File: config.mk
export PLATFORM = sky130hd
export DESIGN_NAME = async_fifo_write_controller
export DESIGN_NICKNAME = d
export VERILOG_FILES = /design/src/rtl/async_fifo_write_controller_pkg.sv /design/src/rtl/async_fifo_write_controller_synchronizer.sv /design/src/rtl/async_fifo_write_controller.sv
export SDC_FILE = /design/constraint.sdc
export NUM_CORES = 1
export LEC_CHECK = 0
export BUFFER_PORTS_ARGS = -buffer_cell sky130_fd_sc_hd__buf_2
export CAP_MARGIN = 20
export CELL_PAD_IN_SITES_DETAIL_PLACEMENT = 1
export CELL_PAD_IN_SITES_GLOBAL_PLACEMENT = 2
export CORE_UTILIZATION = 30
export CTS_CLUSTER_SIZE = 10
export DETAILED_ROUTE_END_ITERATION = 8
export PLACE_DENSITY_LB_ADDON = 0.1
export SETUP_SLACK_MARGIN = 0.3
export SYNTH_ARGS = -nofsm -noshare
export SYNTH_HDL_FRONTEND = slang
export SYNTH_SLANG_ARGS = --single-unit
File: constraint.sdc
create_clock -name write_clock -period 3.3 [get_ports write_clock]
set_clock_uncertainty 0.2 [all_clocks]
set_input_delay 0.33 -clock write_clock [delete_from_list [all_inputs] [get_ports write_clock]]
set_output_delay 0.33 -clock write_clock [all_outputs]
set_load 0.01 [all_outputs]
File: src/rtl/async_fifo_write_controller_pkg.sv
// Shared pointer helpers for the async FIFO controllers. Both the write and the read side
// use these helpers so the two domains agree on the Gray encoding.
package async_fifo_write_controller_pkg;

    localparam int POINTER_FUNCTION_WIDTH = 32;

    typedef logic [POINTER_FUNCTION_WIDTH-1:0] pointer_word_t;

    function automatic pointer_word_t binary_to_gray(input pointer_word_t binary);
        return binary ^ (binary >> 1);
    endfunction

    // Callers zero-extend narrower pointers, so the leading zeros decode to zero.
    function automatic pointer_word_t gray_to_binary(input pointer_word_t gray);
        pointer_word_t binary;
        binary[POINTER_FUNCTION_WIDTH-1] = gray[POINTER_FUNCTION_WIDTH-1];
        for (int i = POINTER_FUNCTION_WIDTH - 2; i >= 0; i--) begin
            binary[i] = binary[i+1] ^ gray[i];
        end
        return binary;
    endfunction

endpackage

File: src/rtl/async_fifo_write_controller_synchronizer.sv
// Multi-flop synchronizer that brings a Gray-coded pointer into the local clock domain.
module gray_pointer_synchronizer #(
    parameter int WIDTH  = 4,
    parameter int STAGES = 2
) (
    input  logic             clock,
    input  logic             resetn,
    input  logic [WIDTH-1:0] async_pointer,
    output logic [WIDTH-1:0] sync_pointer
);

    logic [WIDTH-1:0] chain [STAGES];

    always_ff @(posedge clock or negedge resetn) begin
        if (!resetn) begin
            for (int i = 0; i < STAGES; i++) begin
                chain[i] <= '0;
            end
        end else begin
            chain[0] <= async_pointer;
            for (int i = 1; i < STAGES; i++) begin
                chain[i] <= chain[i-1];
            end
        end
    end

    assign sync_pointer = chain[STAGES-1];

endmodule

File: src/rtl/async_fifo_write_controller.sv
// Write-side controller of an asynchronous FIFO: owns the write pointer, the RAM write port
// and a pessimistic full/level view built from the synchronized read pointer.
module async_fifo_write_controller
    import async_fifo_write_controller_pkg::*;
#(
    parameter int WIDTH             = 8,
    parameter int DEPTH             = 16,
    parameter int ADDRESS_WIDTH     = $clog2(DEPTH),
    parameter int SYNC_STAGES       = 2,
    parameter int ALMOST_FULL_LEVEL = DEPTH - 1
) (
    input  logic                     write_clock,
    input  logic                     write_resetn,
    input  logic                     write_enable,
    input  logic [WIDTH-1:0]         write_data,
    input  logic                     overflow_clear,
    input  logic [ADDRESS_WIDTH:0]   read_pointer_gray,
    output logic                     full,
    output logic                     almost_full,
    output logic [ADDRESS_WIDTH:0]   level,
    output logic                     overflow,
    output logic                     ram_write_enable,
    output logic [ADDRESS_WIDTH-1:0] ram_write_address,
    output logic [WIDTH-1:0]         ram_write_data,
    output logic [ADDRESS_WIDTH:0]   write_pointer_gray
);

    localparam int POINTER_WIDTH = ADDRESS_WIDTH + 1;
    localparam logic [ADDRESS_WIDTH:0] FULL_LEVEL = POINTER_WIDTH'(DEPTH);

    logic [ADDRESS_WIDTH:0] write_pointer;
    logic [ADDRESS_WIDTH:0] write_pointer_next;
    logic [ADDRESS_WIDTH:0] read_pointer_sync_gray;
    logic [ADDRESS_WIDTH:0] read_pointer_binary;
    logic                   push;

    gray_pointer_synchronizer #(
        .WIDTH (POINTER_WIDTH),
        .STAGES(SYNC_STAGES)
    ) read_pointer_synchronizer (
        .clock        (write_clock),
        .resetn       (write_resetn),
        .async_pointer(read_pointer_gray),
        .sync_pointer (read_pointer_sync_gray)
    );

    assign push               = write_enable && !full;
    assign write_pointer_next = write_pointer + POINTER_WIDTH'(1);

    // The decoded read pointer is registered once more, so pops reach level one cycle after sync.
    always_ff @(posedge write_clock or negedge write_resetn) begin
        if (!write_resetn) begin
            write_pointer       <= '0;
            write_pointer_gray  <= '0;
            read_pointer_binary <= '0;
            overflow            <= 1'b0;
        end else begin
            read_pointer_binary <= POINTER_WIDTH'(gray_to_binary(
                                       POINTER_FUNCTION_WIDTH'(read_pointer_sync_gray)));
            if (push) begin
                write_pointer      <= write_pointer_next;
                write_pointer_gray <= POINTER_WIDTH'(binary_to_gray(
                                          POINTER_FUNCTION_WIDTH'(write_pointer_next)));
            end
            if (write_enable && full) begin
                overflow <= 1'b1;
            end else if (overflow_clear) begin
                overflow <= 1'b0;
            end
        end
    end

    assign level       = write_pointer - read_pointer_binary;
    assign full        = (level == FULL_LEVEL);
    assign almost_full = (32'(level) >= 32'(ALMOST_FULL_LEVEL));

    assign ram_write_enable  = push;
    assign ram_write_address = write_pointer[ADDRESS_WIDTH-1:0];
    assign ram_write_data    = write_data;

endmodule

==> results.md <==
* Core Region at approximately 3800 sq um
* Initial Util at roughly 32%
* Finished Layout Cells at approximately 180
* Hold EP: overflow$_DFFE_PN0P_
* Layout Area Growth over Synthesis at 24.1%
* WL final at approximately 2500 um
* Syn_area_per_cell at approximately 12 sq um
* TNS Setup at 0 ns
* Total track usage at between 10% and 20%
* Unrepaired setup endpoints after global routing: false
* Reg area at between 600 and 700 sq um
* Via-to-Cell Ratio at 4.48
* Top cell type by total area after synthesis: dfrtp_1
* Final-report setup violation count at 0
* Final hold vios at 0
* FF-to-FF setup slack at ~0.64 ns
* Worst EP required at roughly 2.8 ns
* Pre-CTS setup slack at about 0.50 ns
* CTS Buf Count at 3
* Antenna-violating nets left at 0
* Vias in the first global route at between 800 and 900
* Sink Count at 25
* DRC at 0
* Peak supply drop at 0.000388 V
* Worst Setup Start Kind: flip-flop
* Arr. time, crit path at around 2.3 ns
* #FFs+latches synth at 25
* Area of the multi-input gates at ~510 sq um
* Htree depth at 1
* Crit path kind: flip-flop to output pin
* Slew @ Worst Pin at a little under 0.6 ns
* Worst reg2reg path depth at 9
* CTS tree: done
* Hold path start: overflow_clear
* Tcrit/Tclk final at between 80% and 90%
* Critical path endpoint category: output pin
* Min-Delay Path Class: input pin to flip-flop
* Fraction of layout cells with a size suffix above 1 at 37.4%
* Seq/Total Area, Yosys at between 50 and 60%
* Average wire per standard cell at approximately 14 um
* CP peak stage delay at ~0.40 ns
* Post-synth EDFFs at 0
* Largest net degree at the start of global routing at 26
* Worst-Skew Late Latency at ~0.28 ns
* Synth unique cells at 27
* Number of I/O pins at 43
* Netlist Area Pre-Place at 1220 sq um
* Vias at ~800
* Status: finished, final reports clean
* Synth top area cells: dfrtp_1 (51%), xor2_1 (5.7%), ha_1 (5.1%)
* Initial DRC count at 27
* # diodes at 0
* Post-route setup slack at ~0.46 ns
* Max Cap Violations at 0
* Slew HR at between 60% and 70%
* Die area at 4340 sq um
* Post-synthesis instance total at between 100 and 150
* Delay-heaviest family, CP: adder cells
* GP Congestion at roughly 0.73
* Ys async rst share at 100%
* Drt pass-1 iters at 4
* DPL Wire Length at 1780 um
* Clk buf depth at 2
* Peak Freq at 0.353 GHz
* Post-Place Cells at around 170
* GRT overflow at 0
* Total number of yosys warnings at 0
* Syn_nets at 124
* Final hold slack at 0.137 ns
* CP max stage cell: fa_1
* Die H at 65.9 um
* Die width at 65.9 um
* Worst-path clk slew at around 0.10 ns
* Synth top area share at 51.1%
* Hold path depth at 3
* Power per cell area at around 1100 nW/um^2
* LEAKAGE at approximately 0.00073 uW
* Fillers at 423
* Top FF cell, synth: dfrtp_1
* First-pass GRT wire length at ~4300 um
* Final Critical Period at 2.84 ns
* Port Buffers at 26
* R2R Path Start: write_pointer[0]$_DFFE_PN0P_
* WP buf/inv at 2
* Critical Path Fanout Max at 7
* Crit-path cells: inv_1, ha_1, fa_1, nand2b_1, a21oi_4, xnor2_4, and3_4, buf_2
* Clock root buffer: clkbuf_8
* RR Endpoint: write_pointer_gray[3]$_DFFE_PN0P_
* Slew Viols, Final at 0
* Nets at ~160
* Num rows at 22
* Initial antenna violation count at 0
layout by cell type, fill, tap and decap left out, types with 3 or more instances in the layout:
master	n
buf_2	26
buf_4	5
xor2_1	8
nand2_1	3
inv_1	12
dfrtp_1	24
mux2_2	5
nand4_1	3
xnor2_1	7
dlygate4sd3_1	6
clkbuf_8	3
ha_1	5
nor2_1	3
a31oi_1	3
cells by family (layout without fill, tap and decap cells):
logic type	Yosys count	after routing	share of synthesized area (%)
adders and majority gates	6	6	6.75
AOI/OAI and AO/OA	12	12	7.98
muxes	5	5	4.60
xor gates and xnor gates	18	18	14.7
DFF	25	25	51.1
buffers and inverters	23	53	9.51
and+or+nand+nor	12	12	5.32
area by class of cell:
class | instances | area share [%]
Inverter | 12 | 2.97
Sequential cell | 25 | 41.3
Clock buffer | 3 | 2.72
Tap cell | 48 | 3.95
Timing Repair Buffer | 37 | 15.0
Multi-Input combinational cell | 53 | 33.6
Clock inverter | 1 | 0.494
state kept, by name, summed over array words and instances (netlist names):
name,flops
read_pointer_binary,5
write_pointer,4
write_pointer_gray,5
overflow,1
read_pointer_synchronizer.sync_pointer,5
read_pointer_synchronizer.chain,5
timing repair:
action,in CTS,in global routing
hold buffers,6,0
setup endpoints to repair,3,3
setup buffers,1,3
resized for setup,4,1
hold endpoints to repair,30,0
pin swaps,1,1
report_power, final:
| group | total (uW) | switching, uW | leakage [uW] | internal [uW] |
|---|---|---|---|---|
| Sequential | 468 | 80.3 | 0.000294 | 388 |
| Combinational | 1070 | 569 | 0.000415 | 502 |
| Clock | 194 | 108 | 0.0000217 | 85.9 |
| Total | 1730 | 757 | 0.000730 | 975 |
worst min-delay path, cell delays in order:
cell and delay, ns:
buf_2 0.09, inv_1 0.04, a22o_1 0.12
metal layers:
| layer | up-vias | part of all wire, % | GRT usage, % |
|---|---|---|---|
| li1 | 381 | - | - |
| met1 | 387 | 49 | 19.4 |
| met2 | 25 | 43 | 18.1 |
| met3 | 9 | 5.8 | 3.28 |
| met4 | 0 | 2.5 | 8.70 |
| met5 | - | 0 | 0 |
how the worst max path moves through the flow:
stage	cells after the start	slack, ns	end	start
2_1_floorplan	8	0.66	write_pointer[1]$_DFFE_PN0P_	write_pointer[0]$_DFFE_PN0P_
3_3_place_gp	8	0.58	ram_write_enable	write_pointer[0]$_DFFE_PN0P_
3_5_place_dp	8	0.50	ram_write_enable	write_pointer[0]$_DFFE_PN0P_
4_1_cts	8	0.33	full	write_pointer[0]$_DFFE_PN0P_
5_1_grt	8	0.33	full	write_pointer[0]$_DFFE_PN0P_
6_report	8	0.46	full	write_pointer[0]$_DFFE_PN0P_
synthesized netlist by cell type, types with 2 or more instances:
cell      count
xor2_1        8
buf_4         8
mux2_2        5
xnor2_2       2
ha_1          5
dfrtp_1      25
a31oi_1       3
nor2_1        3
nand4_1       3
nand2_1       3
xnor2_1       7
clkbuf_1      3
inv_1        12
stage by stage:
step	util [%]	total power (uW)	cell area, sq um
3_5_place_dp	35.5	1420	1350
2_1_floorplan	-	1130	1220
4_1_cts	39.2	1680	1490
5_1_grt	40.0	1890	1520
3_3_place_gp	35.5	1420	1350
6_report	40.0	1730	1520
Power figures use the tool's default switching activity.
